===== src/rtl/control_state_sequencer_pkg.sv =====
// Control-unit state numbering and IR field positions.
// The state numbers are the output encoder's numbering. That block imports
// this package as well, so any renumbering must happen here and only here.
//
// Contents:
//   cu_state_e           - every legal control state with its fixed encoding
//   IR_* localparams     - bit positions of the ir fields the sequencer decodes
//   OPC_* localparams    - ir[27:25] instruction classes
//   addr_select()        - picks the load/store address state from P/U
//   wb_select()          - picks the writeback state from P/W/U
package control_state_sequencer_pkg;

  typedef enum logic [6:0] {
    S_RESET      = 7'd0,
    S_FETCH1     = 7'd1,
    S_FETCH2     = 7'd2,
    S_FETCH3     = 7'd3,   // instruction fetch, waits for moc
    S_DECODE     = 7'd4,
    S_BL_LINK    = 7'd5,
    S_DP_IMM     = 7'd6,
    S_DP_ISH     = 7'd7,
    S_DP_RSH     = 7'd8,
    S_BRANCH     = 7'd10,
    S_ADDR_PRE_UP = 7'd33,
    S_LD_START   = 7'd34,
    S_LD_WAIT    = 7'd35,  // load data, waits for moc
    S_LD_DONE    = 7'd36,
    S_ADDR_POST_UP = 7'd37,
    S_WB_POST_UP = 7'd38,
    S_WB_PRE_UP  = 7'd39,
    S_ST_START   = 7'd41,
    S_ST_WAIT    = 7'd42,  // store data, waits for moc
    S_ST_DONE    = 7'd43,
    S_ADDR_PRE_DN = 7'd46,
    S_ADDR_POST_DN = 7'd47,
    S_WB_POST_DN = 7'd48,
    S_WB_PRE_DN  = 7'd49
  } cu_state_e;

  // ir field bit positions
  localparam int IR_P      = 24;
  localparam int IR_U      = 23;
  localparam int IR_W      = 21;
  localparam int IR_L      = 20;
  localparam int IR_OPC_HI = 27;
  localparam int IR_OPC_LO = 25;
  localparam int IR_SH_REG = 4;   // 1: shift amount comes from a register
  localparam int IR_BIT7   = 7;   // set together with bit 4 marks multiply/extra load-store space

  // ir[27:25] classes
  localparam logic [2:0] OPC_DP_REG = 3'b000;
  localparam logic [2:0] OPC_DP_IMM = 3'b001;
  localparam logic [2:0] OPC_LS_IMM = 3'b010;
  localparam logic [2:0] OPC_LS_REG = 3'b011;
  localparam logic [2:0] OPC_BRANCH = 3'b101;

  // Address state for a single load/store: pre/post indexing times up/down.
  function automatic cu_state_e addr_select(input logic p, input logic u);
    cu_state_e s;
    case ({p, u})
      2'b11:   s = S_ADDR_PRE_UP;
      2'b10:   s = S_ADDR_PRE_DN;
      2'b01:   s = S_ADDR_POST_UP;
      default: s = S_ADDR_POST_DN;
    endcase
    return s;
  endfunction

  // Base-register writeback after the memory access. Post-indexed forms always
  // write back; pre-indexed forms only when W is set, otherwise straight to fetch.
  function automatic cu_state_e wb_select(input logic p, input logic w, input logic u);
    cu_state_e s;
    if (!p)
      s = u ? S_WB_POST_UP : S_WB_POST_DN;
    else if (w)
      s = u ? S_WB_PRE_UP : S_WB_PRE_DN;
    else
      s = S_FETCH1;
    return s;
  endfunction

endpackage


===== src/rtl/control_state_sequencer_if.sv =====
// Bus between the control-unit sequencer and the rest of the control unit.
//
// Signals:
//   ir      - instruction register contents
//   cond    - condition-field test result for the current ir
//   moc     - memory operation complete (level)
//   state   - current control state, consumed by the output encoder
//   memErr  - sticky memory-watchdog error flag
//   waitCnt - cycles spent so far in the current moc-wait state
//
// Modports:
//   master - the surrounding datapath / memory side (drives ir, cond, moc)
//   slave  - the sequencer itself
interface control_state_sequencer_if #(
  parameter int TW = 16
) ();

  logic [31:0]   ir;
  logic          cond;
  logic          moc;
  logic [6:0]    state;
  logic          memErr;
  logic [TW-1:0] waitCnt;

  modport master (
    output ir,
    output cond,
    output moc,
    input  state,
    input  memErr,
    input  waitCnt
  );

  modport slave (
    input  ir,
    input  cond,
    input  moc,
    output state,
    output memErr,
    output waitCnt
  );

endinterface


===== src/rtl/control_state_sequencer_moc_watchdog.sv =====
// Memory-wait watchdog. Counts consecutive cycles spent in a moc-wait state
// with moc low and aborts the wait once MOC_TIMEOUT cycles have gone by.
//
// Ports:
//   CLK, RESET - clock and synchronous active-high reset
//   inWait     - sequencer is currently in a moc-wait state
//   moc        - memory operation complete
//   expire     - combinational: this cycle is the last allowed wait cycle and
//                moc is still low, so the sequencer must abort to state 0
//   memErr     - sticky error flag, set on expiry, cleared only by RESET
//   waitCnt    - current wait-cycle count
module moc_watchdog #(
  parameter int MOC_TIMEOUT = 255,
  parameter int TW          = 16
) (
  input  logic          CLK,
  input  logic          RESET,
  input  logic          inWait,
  input  logic          moc,
  output logic          expire,
  output logic          memErr,
  output logic [TW-1:0] waitCnt
);

  localparam logic [TW-1:0] LIMIT = TW'(MOC_TIMEOUT - 1);

  // moc is excluded from expiry so a completion on the final allowed cycle
  // still wins and the access finishes normally.
  assign expire = inWait && !moc && (waitCnt == LIMIT);

  // Counter runs only while stalled in a wait state; any cycle outside a wait
  // state or with moc high clears it, as does an expiry.
  always_ff @(posedge CLK) begin
    if (RESET) begin
      waitCnt <= '0;
      memErr  <= 1'b0;
    end else if (expire) begin
      waitCnt <= '0;
      memErr  <= 1'b1;
    end else if (inWait && !moc) begin
      waitCnt <= waitCnt + 1'b1;
    end else begin
      waitCnt <= '0;
    end
  end

endmodule


===== src/rtl/control_state_sequencer.sv =====
// Next-state half of the microprogrammed control unit. Holds the 7-bit
// control state and advances it from ir, cond and moc; the output encoder
// turns the state into datapath controls. A watchdog aborts any memory wait
// that stalls for MOC_TIMEOUT cycles and raises a sticky memErr.
//
// Ports:
//   CLK   - system clock, all state changes on the rising edge
//   RESET - synchronous active-high reset, overrides everything
//   bus   - slave side of control_state_sequencer_if
//           (in: ir, cond, moc; out: state, memErr, waitCnt)
module control_state_sequencer
  import control_state_sequencer_pkg::*;
#(
  parameter int MOC_TIMEOUT = 255,
  parameter int TW          = 16
) (
  input  logic                      CLK,
  input  logic                      RESET,
  control_state_sequencer_if.slave  bus
);

  cu_state_e     state_r;
  logic          in_wait;
  logic          expire;
  logic          mem_err;
  logic [TW-1:0] wait_cnt;
  logic [2:0]    opc;
  logic          p_bit;
  logic          u_bit;
  logic          w_bit;
  logic          l_bit;
  logic          unused_ir_bits;

  assign opc   = bus.ir[IR_OPC_HI:IR_OPC_LO];
  assign p_bit = bus.ir[IR_P];
  assign u_bit = bus.ir[IR_U];
  assign w_bit = bus.ir[IR_W];
  assign l_bit = bus.ir[IR_L];

  // Condition field, register numbers and offsets belong to the datapath.
  assign unused_ir_bits = ^{bus.ir[31:28], bus.ir[22], bus.ir[19:8],
                            bus.ir[6:5], bus.ir[3:0]};

  assign in_wait = (state_r == S_FETCH3) || (state_r == S_LD_WAIT) ||
                   (state_r == S_ST_WAIT);

  moc_watchdog #(
    .MOC_TIMEOUT (MOC_TIMEOUT),
    .TW          (TW)
  ) u_watchdog (
    .CLK     (CLK),
    .RESET   (RESET),
    .inWait  (in_wait),
    .moc     (bus.moc),
    .expire  (expire),
    .memErr  (mem_err),
    .waitCnt (wait_cnt)
  );

  // Wait states advance on moc, abort to state 0 on watchdog expiry and
  // otherwise hold. Unlisted encodings recover through the reset state.
  always_ff @(posedge CLK) begin
    if (RESET) begin
      state_r <= S_RESET;
    end else begin
      case (state_r)
        S_RESET:  state_r <= S_FETCH1;
        S_FETCH1: state_r <= S_FETCH2;
        S_FETCH2: state_r <= S_FETCH3;

        S_FETCH3: begin
          if (bus.moc)
            state_r <= S_DECODE;
          else if (expire)
            state_r <= S_RESET;
        end

        S_DECODE: begin
          if (!bus.cond) begin
            state_r <= S_FETCH1;
          end else begin
            case (opc)
              OPC_DP_IMM: state_r <= S_DP_IMM;
              OPC_DP_REG: begin
                if (!bus.ir[IR_SH_REG])
                  state_r <= S_DP_ISH;
                else if (!bus.ir[IR_BIT7])
                  state_r <= S_DP_RSH;
                else
                  state_r <= S_FETCH1;
              end
              OPC_BRANCH: state_r <= p_bit ? S_BL_LINK : S_BRANCH;
              OPC_LS_IMM,
              OPC_LS_REG: state_r <= addr_select(p_bit, u_bit);
              default:    state_r <= S_FETCH1;
            endcase
          end
        end

        S_DP_IMM, S_DP_ISH, S_DP_RSH, S_BRANCH: state_r <= S_FETCH1;
        S_BL_LINK: state_r <= S_BRANCH;

        S_ADDR_PRE_UP, S_ADDR_PRE_DN, S_ADDR_POST_UP, S_ADDR_POST_DN:
          state_r <= l_bit ? S_LD_START : S_ST_START;

        S_LD_START: state_r <= S_LD_WAIT;
        S_LD_WAIT: begin
          if (bus.moc)
            state_r <= S_LD_DONE;
          else if (expire)
            state_r <= S_RESET;
        end

        S_ST_START: state_r <= S_ST_WAIT;
        S_ST_WAIT: begin
          if (bus.moc)
            state_r <= S_ST_DONE;
          else if (expire)
            state_r <= S_RESET;
        end

        S_LD_DONE, S_ST_DONE: state_r <= wb_select(p_bit, w_bit, u_bit);

        S_WB_POST_UP, S_WB_POST_DN, S_WB_PRE_UP, S_WB_PRE_DN:
          state_r <= S_FETCH1;

        default: state_r <= S_RESET;
      endcase
    end
  end

  assign bus.state   = state_r;
  assign bus.memErr  = mem_err;
  assign bus.waitCnt = wait_cnt;

endmodule


===== src/flat_wrapper.sv =====
// flat-port wrapper written by rule: the top's interface ports become plain ports
module control_state_sequencer_flat import control_state_sequencer_pkg::*;
#(
  parameter int MOC_TIMEOUT = 255,
  parameter int TW          = 16
)
  (CLK, RESET, bus_ir, bus_cond, bus_moc, bus_state, bus_memErr, bus_waitCnt);
  control_state_sequencer_if #(.TW(TW)) bus_i ();
  input  logic CLK;
  input  logic RESET;
  input wire logic [$bits(bus_i.ir)-1:0] bus_ir;
  input wire logic [$bits(bus_i.cond)-1:0] bus_cond;
  input wire logic [$bits(bus_i.moc)-1:0] bus_moc;
  output wire logic [$bits(bus_i.state)-1:0] bus_state;
  output wire logic [$bits(bus_i.memErr)-1:0] bus_memErr;
  output wire logic [$bits(bus_i.waitCnt)-1:0] bus_waitCnt;
  assign bus_i.ir = bus_ir;
  assign bus_i.cond = bus_cond;
  assign bus_i.moc = bus_moc;
  assign bus_state = bus_i.state;
  assign bus_memErr = bus_i.memErr;
  assign bus_waitCnt = bus_i.waitCnt;
  control_state_sequencer #(.MOC_TIMEOUT(MOC_TIMEOUT), .TW(TW)) u_core (.CLK(CLK), .RESET(RESET), .bus(bus_i));
endmodule

===== config.mk =====
export PLATFORM = sky130hd
export DESIGN_NAME = control_state_sequencer_flat
export DESIGN_NICKNAME = d
export VERILOG_FILES = /design/src/rtl/control_state_sequencer_pkg.sv /design/src/rtl/control_state_sequencer_if.sv /design/src/rtl/control_state_sequencer_moc_watchdog.sv /design/src/rtl/control_state_sequencer.sv /design/src/flat_wrapper.sv
export SDC_FILE = /design/constraint.sdc
export NUM_CORES = 1
export LEC_CHECK = 0
export CORE_AREA = 2 2 63 65
export CTS_CLUSTER_SIZE = 24
export DETAILED_ROUTE_END_ITERATION = 6
export DIE_AREA = 0 0 65 67
export PLACE_DENSITY = 0.73
export SETUP_SLACK_MARGIN = 0.4
export SYNTH_ARGS = -nofsm -noshare
export SYNTH_HDL_FRONTEND = slang
export SYNTH_SLANG_ARGS = --single-unit

===== constraint.sdc =====
create_clock -name CLK -period 2.31 [get_ports CLK]
set_clock_uncertainty 0.05 [all_clocks]
set_input_delay 0.231 -clock CLK [delete_from_list [all_inputs] [get_ports CLK]]
set_output_delay 0.231 -clock CLK [all_outputs]
set_load 0.02 [all_outputs]

# ---- Word level (Yosys, flattened, before mapping)
# Index checks and enable logic that the tools add are counted.
dict set report word_totals {
  register_bits 24
  output_inout_bits 24
  elab_cells 64
}
dict set report op_classes {
  n_addsub 1
  n_eq_ne 31
  muxes 16
  n_bitwise 1
  n_reduce_logical 12
}
# operator n
set op_table {}
lappend op_table {{7-bit by 6-bit == test with 1-bit output (second input constant)} 14}
lappend op_table {{7-bit case mux with 12 select lines} 1}
lappend op_table {{7-bit 2-to-1 mux} 8}
lappend op_table {{7-bit by 3-bit == test with 1-bit output (second input constant)} 4}
lappend op_table {{7-bit case mux with 4 select lines} 1}
lappend op_table {{16-bit by 1-bit adder with 16-bit output (second input constant)} 1}
lappend op_table {{16-bit by 8-bit == test with 1-bit output (second input constant)} 1}
lappend op_table {{7-bit by 2-bit == test with 1-bit output (second input constant)} 2}
lappend op_table {{7-bit by 4-bit == test with 1-bit output (second input constant)} 2}
lappend op_table {{4-bit 2-to-1 mux} 3}
lappend op_table {{4-bit case mux with 3 select lines} 1}
lappend op_table {{5-bit 2-to-1 mux} 2}
lappend op_table {{9-bit OR reduction} 1}
lappend op_table {{7-bit by 1-bit == test with 1-bit output (second input constant)} 1}
lappend op_table {{7-bit zero test} 1}
lappend op_table {{3-bit by 2-bit == test with 1-bit output (second input constant)} 2}
lappend op_table {{2-bit == test (second input constant)} 2}
lappend op_table {{2-bit OR reduction} 2}
lappend op_table {{4-bit OR reduction} 1}
lappend op_table {{3-bit by 1-bit == test with 1-bit output (second input constant)} 1}
lappend op_table {{3-bit == test (second input constant)} 1}
lappend op_table {{3-bit zero test} 1}
lappend op_table {{3-bit OR reduction} 1}
lappend op_table {{2-bit by 1-bit == test with 1-bit output (second input constant)} 1}
lappend op_table {{other kinds (4)} 6}

# ---- Logic depth before layout (Yosys ltp)
dict set report logic_depth {
  depth_word 8
  ltp_mapped 8
}

# ---- By module
# From an unflattened synthesis, not the netlist that was laid out.
dict set report hier_totals {
  hier_cells 186
  hier_area_um2 1520.2
}
# module instances cells_per_inst area_per_inst_um2 seq_area_each_um2
set by_module_without_submodules {}
lappend by_module_without_submodules {moc_watchdog 1 85 788.3 340.3}
lappend by_module_without_submodules {control_state_sequencer 1 101 732.0 140.1}

# ---- Worst setup path before layout
# Ideal clock, no wire load.
dict set report synth_path {
  path_kind {flip-flop to flip-flop}
  startpoint {reg u_core.u_watchdog.waitCnt[0]}
  endpoint {reg u_core.state_r[1] (netlist: u_core.bus.state[1])}
  arrival_time_ns 1.681
  required_ns 2.183
  setup_slack_ns 0.503
  stages_incl_launch_ff 8
  n_path_buf 0
  path_cell_list {dfxtp_1 > inv_1 > ha_1 > and4b_1 > nand4_1 > nor4bb_1 > a21oi_1 > a41oi_2}
}
dict set report synth_between {
  elab_chain_len 5
  elab_cells_between_ends 7
  cone_classes {eq/ne (1); mux (5); reduce/logical (1)}
}
# element line_no
set synth_rtl {}
lappend synth_rtl {{from (decl)} control_state_sequencer_moc_watchdog.sv:22} ;# output logic [TW-1:0] waitCnt
lappend synth_rtl {{from (signal assigned)} control_state_sequencer_moc_watchdog.sv:41} ;# waitCnt <= waitCnt + 1'b1;
lappend synth_rtl {{16-bit by 8-bit == test with 1-bit output *} control_state_sequencer_moc_watchdog.sv:29} ;# assign expire = inWait && !moc && (waitCnt == LIMIT);
lappend synth_rtl {{1-bit logical AND *} control_state_sequencer_moc_watchdog.sv:29}
lappend synth_rtl {{7-bit 2-to-1 mux *} -}
lappend synth_rtl {{7-bit 2-to-1 mux, on equally long branches} -}
lappend synth_rtl {{7-bit case mux with 12 select lines *} -}
lappend synth_rtl {{to (signal assigned)} control_state_sequencer.sv:92} ;# OPC_BRANCH: state_r <= p_bit ? S_BL_LINK : S_BRANCH;
lappend synth_rtl {{to (signal assigned)} control_state_sequencer.sv:94} ;# OPC_LS_REG: state_r <= addr_select(p_bit, u_bit);
lappend synth_rtl {{to (signal assigned)} control_state_sequencer.sv:104} ;# state_r <= l_bit ? S_LD_START : S_ST_START;
lappend synth_rtl {{to (decl)} control_state_sequencer.sv:22} ;# cu_state_e state_r;
# Every way passes the cells marked *; elsewhere a longest branch is shown, timed or not.
# A chain may end at the register's enable or synchronous reset.

# ---- Final worst setup path
dict set report layout_path {
  startpoint {reg u_core.state_r[4] (netlist: u_core.bus.state[4])}
  endpoint {reg u_core.state_r[2] (netlist: u_core.bus.state[2])}
}
dict set report layout_between {
  elab_chain_len 8
  elab_cells_between_ends 36
  cone_classes {eq/ne (23); mux (5); reduce/logical (8)}
}
# element line_no
set layout_rtl {}
lappend layout_rtl {{7-bit by 2-bit == test with 1-bit output or 7-bit by 6-bit == test with 1-bit output (tied branches)} {control_state_sequencer.sv:44, control_state_sequencer.sv:66}}
lappend layout_rtl {{1-bit logical OR (2 in series)} control_state_sequencer.sv:44} ;# assign in_wait = (state_r == S_FETCH3) || (state_r == S_LD_WAIT) ||
lappend layout_rtl {{1-bit logical AND (2 in series)} control_state_sequencer_moc_watchdog.sv:29}
lappend layout_rtl {{7-bit 2-to-1 mux} -}
lappend layout_rtl {{7-bit 2-to-1 mux, on equally long branches} -}
lappend layout_rtl {{7-bit case mux with 12 select lines *} control_state_sequencer.sv:66} ;# case (state_r)
# Marks and branches as above.

==> reports/qor.csv <==
metric,value,unit
final setup fails,0,
Setup CP Type,reg2reg,
Die Height,67,microns
Syn-to-layout area delta,33.6,%
largest net degree at the start of global routing,17,
CTS tree,done,
setup ws final,0.489,ns
total number of vias,1508,
"FF+latch count, synth",24,
GPL Wtd Cong,0.885,
Max IR drop VDD,0.309,mV
status,completed,
Setup crit end kind,register,
clk_lat worst skew,0.26,ns
P_sw,0.165,mW
layout cells sized above 1,10.9,%
row count,22,
DRT Wirelength,3560,microns
Tot Pwr,0.739,mW
Reg2Reg Setup Slack,0.49,ns
"most common cell after layout, fill and taps aside",clkdlybuf4s50_1,
placed inst area,0.00192,sq mm
max_cap viols,0,
Fin. Hold Viols,0,
core area,0.00361,sq mm
initial antenna violation count,0,
die footprint,0.00436,sq mm
first-pass GRT wire length,6130,microns
switching share of total power,22.3,%
Syn Area/Cell,7.86,sq um
die width,65,microns
clock root buffer,clkbuf_8,
Worst Path Arrival,1.95,ns
Seq pwr share,56.7,%
Hold Crit Class,reg2reg,
P per Cell Area,368,mW/mm^2
"commonest cells after routing, fill and taps aside","clkdlybuf4s50_1 (36), nor2_1 (26), dfxtp_1 (20)",
# clock sinks,24,
total gr overflow,0,
cts hold-fix bufs,0,
DR WL/cell,12.8,microns
clock network power share,32.0,%
Inserted Clock Buffers,3,
Internal,0.575,mW
number of routed nets with antenna violations,0,
Cells after Synth,191,
post-synthesis instance area,0.00150,sq mm
RSZ-0062 raised after global routing,no,
Ys Warns,0,
via density per instance,5.44,
fraction of registers with async set/reset,0,%
"top cells by area, synth","dfxtp_1 (32%), nor2_1 (6.5%), xor2_1 (6.4%)",
Global Route Usage Sum,17.8,%
"EDFF count, synth",0,
relative slew slack,58.4,%
setup tns final,0,ns
dpl ws,0.339,ns
clock-pin slew on the worst setup and hold paths,0.08,ns
final period utilization,78.8,%
CP Max Fanout,7,
vias in the first global route,1367,
final instance area,0.00201,sq mm
"area leader, netlist",dfxtp_1,
Residual DRC,0,
H-tree depth,1,
# IOs,60,
"Top FF cell, synth",dfxtp_1,
Final Max Slew Viols,0,
Static Leak,0.677,nW
# diodes,0,
Starting Density,41.6,%
Crit path required time,2.44,ns
sequential area share after synthesis,32.0,%
Gate power share,11.3,%
element type at the critical path start,register,
Synth cell types,50,
Slew @ Worst Pin,0.619,ns
DR pass1 iterations,4,
Port Buffers,36,
Synth top area share,32.0,%
clk buf depth,2,
Initial DRC Count,142,
NumNets Final,269,
Syn Nets,229,
Final Critical Period,1.82,ns
DP HPWL,2610,microns
Fmax achieved,549,MHz
## per-layer routing
metal / wire (microns) / GRT usage [%]
met5: 0 / 0
met1: 1710 / 23.1
met4: 47 / 6.12
met2: 1640 / 30.2
met3: 167 / 2.36
## flip-flops by register name, summed over array words and instances (netlist names)
signal                     flops
u_core.u_watchdog.memErr       1
u_core.u_watchdog.waitCnt     16
u_core.bus.state               7
## per-stage QoR
step / hold slack (ns) / std cells / util, %
after detailed placement: 0.422 / 271 / 53.2
after global placement: 0.404 / 271 / 53.2
after CTS: 0.440 / 274 / 54.4
final: 0.429 / 277 / 55.6
after global routing: 0.480 / 277 / 55.6
after floorplan: 0.251 / 191 / -
## cells by family (layout without fill, tap and decap cells)
kind of cell,Yosys count,after routing,share of synthesized area [%]
DFF,24,24,32.0
xor gates and xnor gates,14,14,8.17
other,1,1,0.250
buffers and inverters,14,52,3.67
muxes,1,1,0.667
and+or+nand+nor,95,95,34.7
AOI/OAI and AO/OA,40,40,18.9
adders and majority gates,2,2,1.67
## layout make-up
class / instances / area (sq um)
timing repair buffer: 43 / 413
fill: 345 / 1600
tap: 48 / 60.1
sequential: 24 / 488
clock buffer: 3 / 41.3
inverter: 6 / 22.5
multi-input combinational: 153 / 981
## what timing repair did
item	4_1_cts	5_1_grt
buffers inserted	0	3
setup endpoints to repair	6	22
pin swaps	0	1
gates resized for setup	1	6
## cell usage after synthesis, types with 5 or more instances
cell type and n:
dfxtp_1 24, nand3_1 9, nor3_1 5, o21ai_0 9
inv_1 6, xor2_1 11, nand2_1 19, nand2b_1 5
clkbuf_1 6, a21oi_1 10, nor2_1 26
## critical path, cell delays in order (launching register included)
cell	delay (ns)
dfxtp_2	0.37
or3_4	0.40
or4_4	0.49
o31ai_2	0.13
o21bai_4	0.14
a31oi_1	0.17
## power by group through the flow
stage                     sequential [mW]  clock (mW)  combinational (mW)
after CTS                           0.420       0.244              0.0829
after global routing                0.419       0.271              0.0937
after detailed placement            0.430           0              0.0825
after global placement              0.430           0              0.0822
after floorplan                     0.430           0              0.0425
final                               0.419       0.236              0.0837
## final timing paths
path	start	end	cells past startpoint
worst min register to register	u_core.u_watchdog.waitCnt[0]$_SDFF_PP0_	u_core.u_watchdog.waitCnt[0]$_SDFF_PP0_	1
worst max register to register	u_core.bus.state[4]$_SDFF_PP0_	u_core.bus.state[2]$_SDFF_PP0_	5
worst min-delay path	u_core.u_watchdog.waitCnt[0]$_SDFF_PP0_	u_core.u_watchdog.waitCnt[0]$_SDFF_PP0_	1
worst max-delay path	u_core.bus.state[4]$_SDFF_PP0_	u_core.bus.state[2]$_SDFF_PP0_	5
Power figures use the tool's default switching activity.
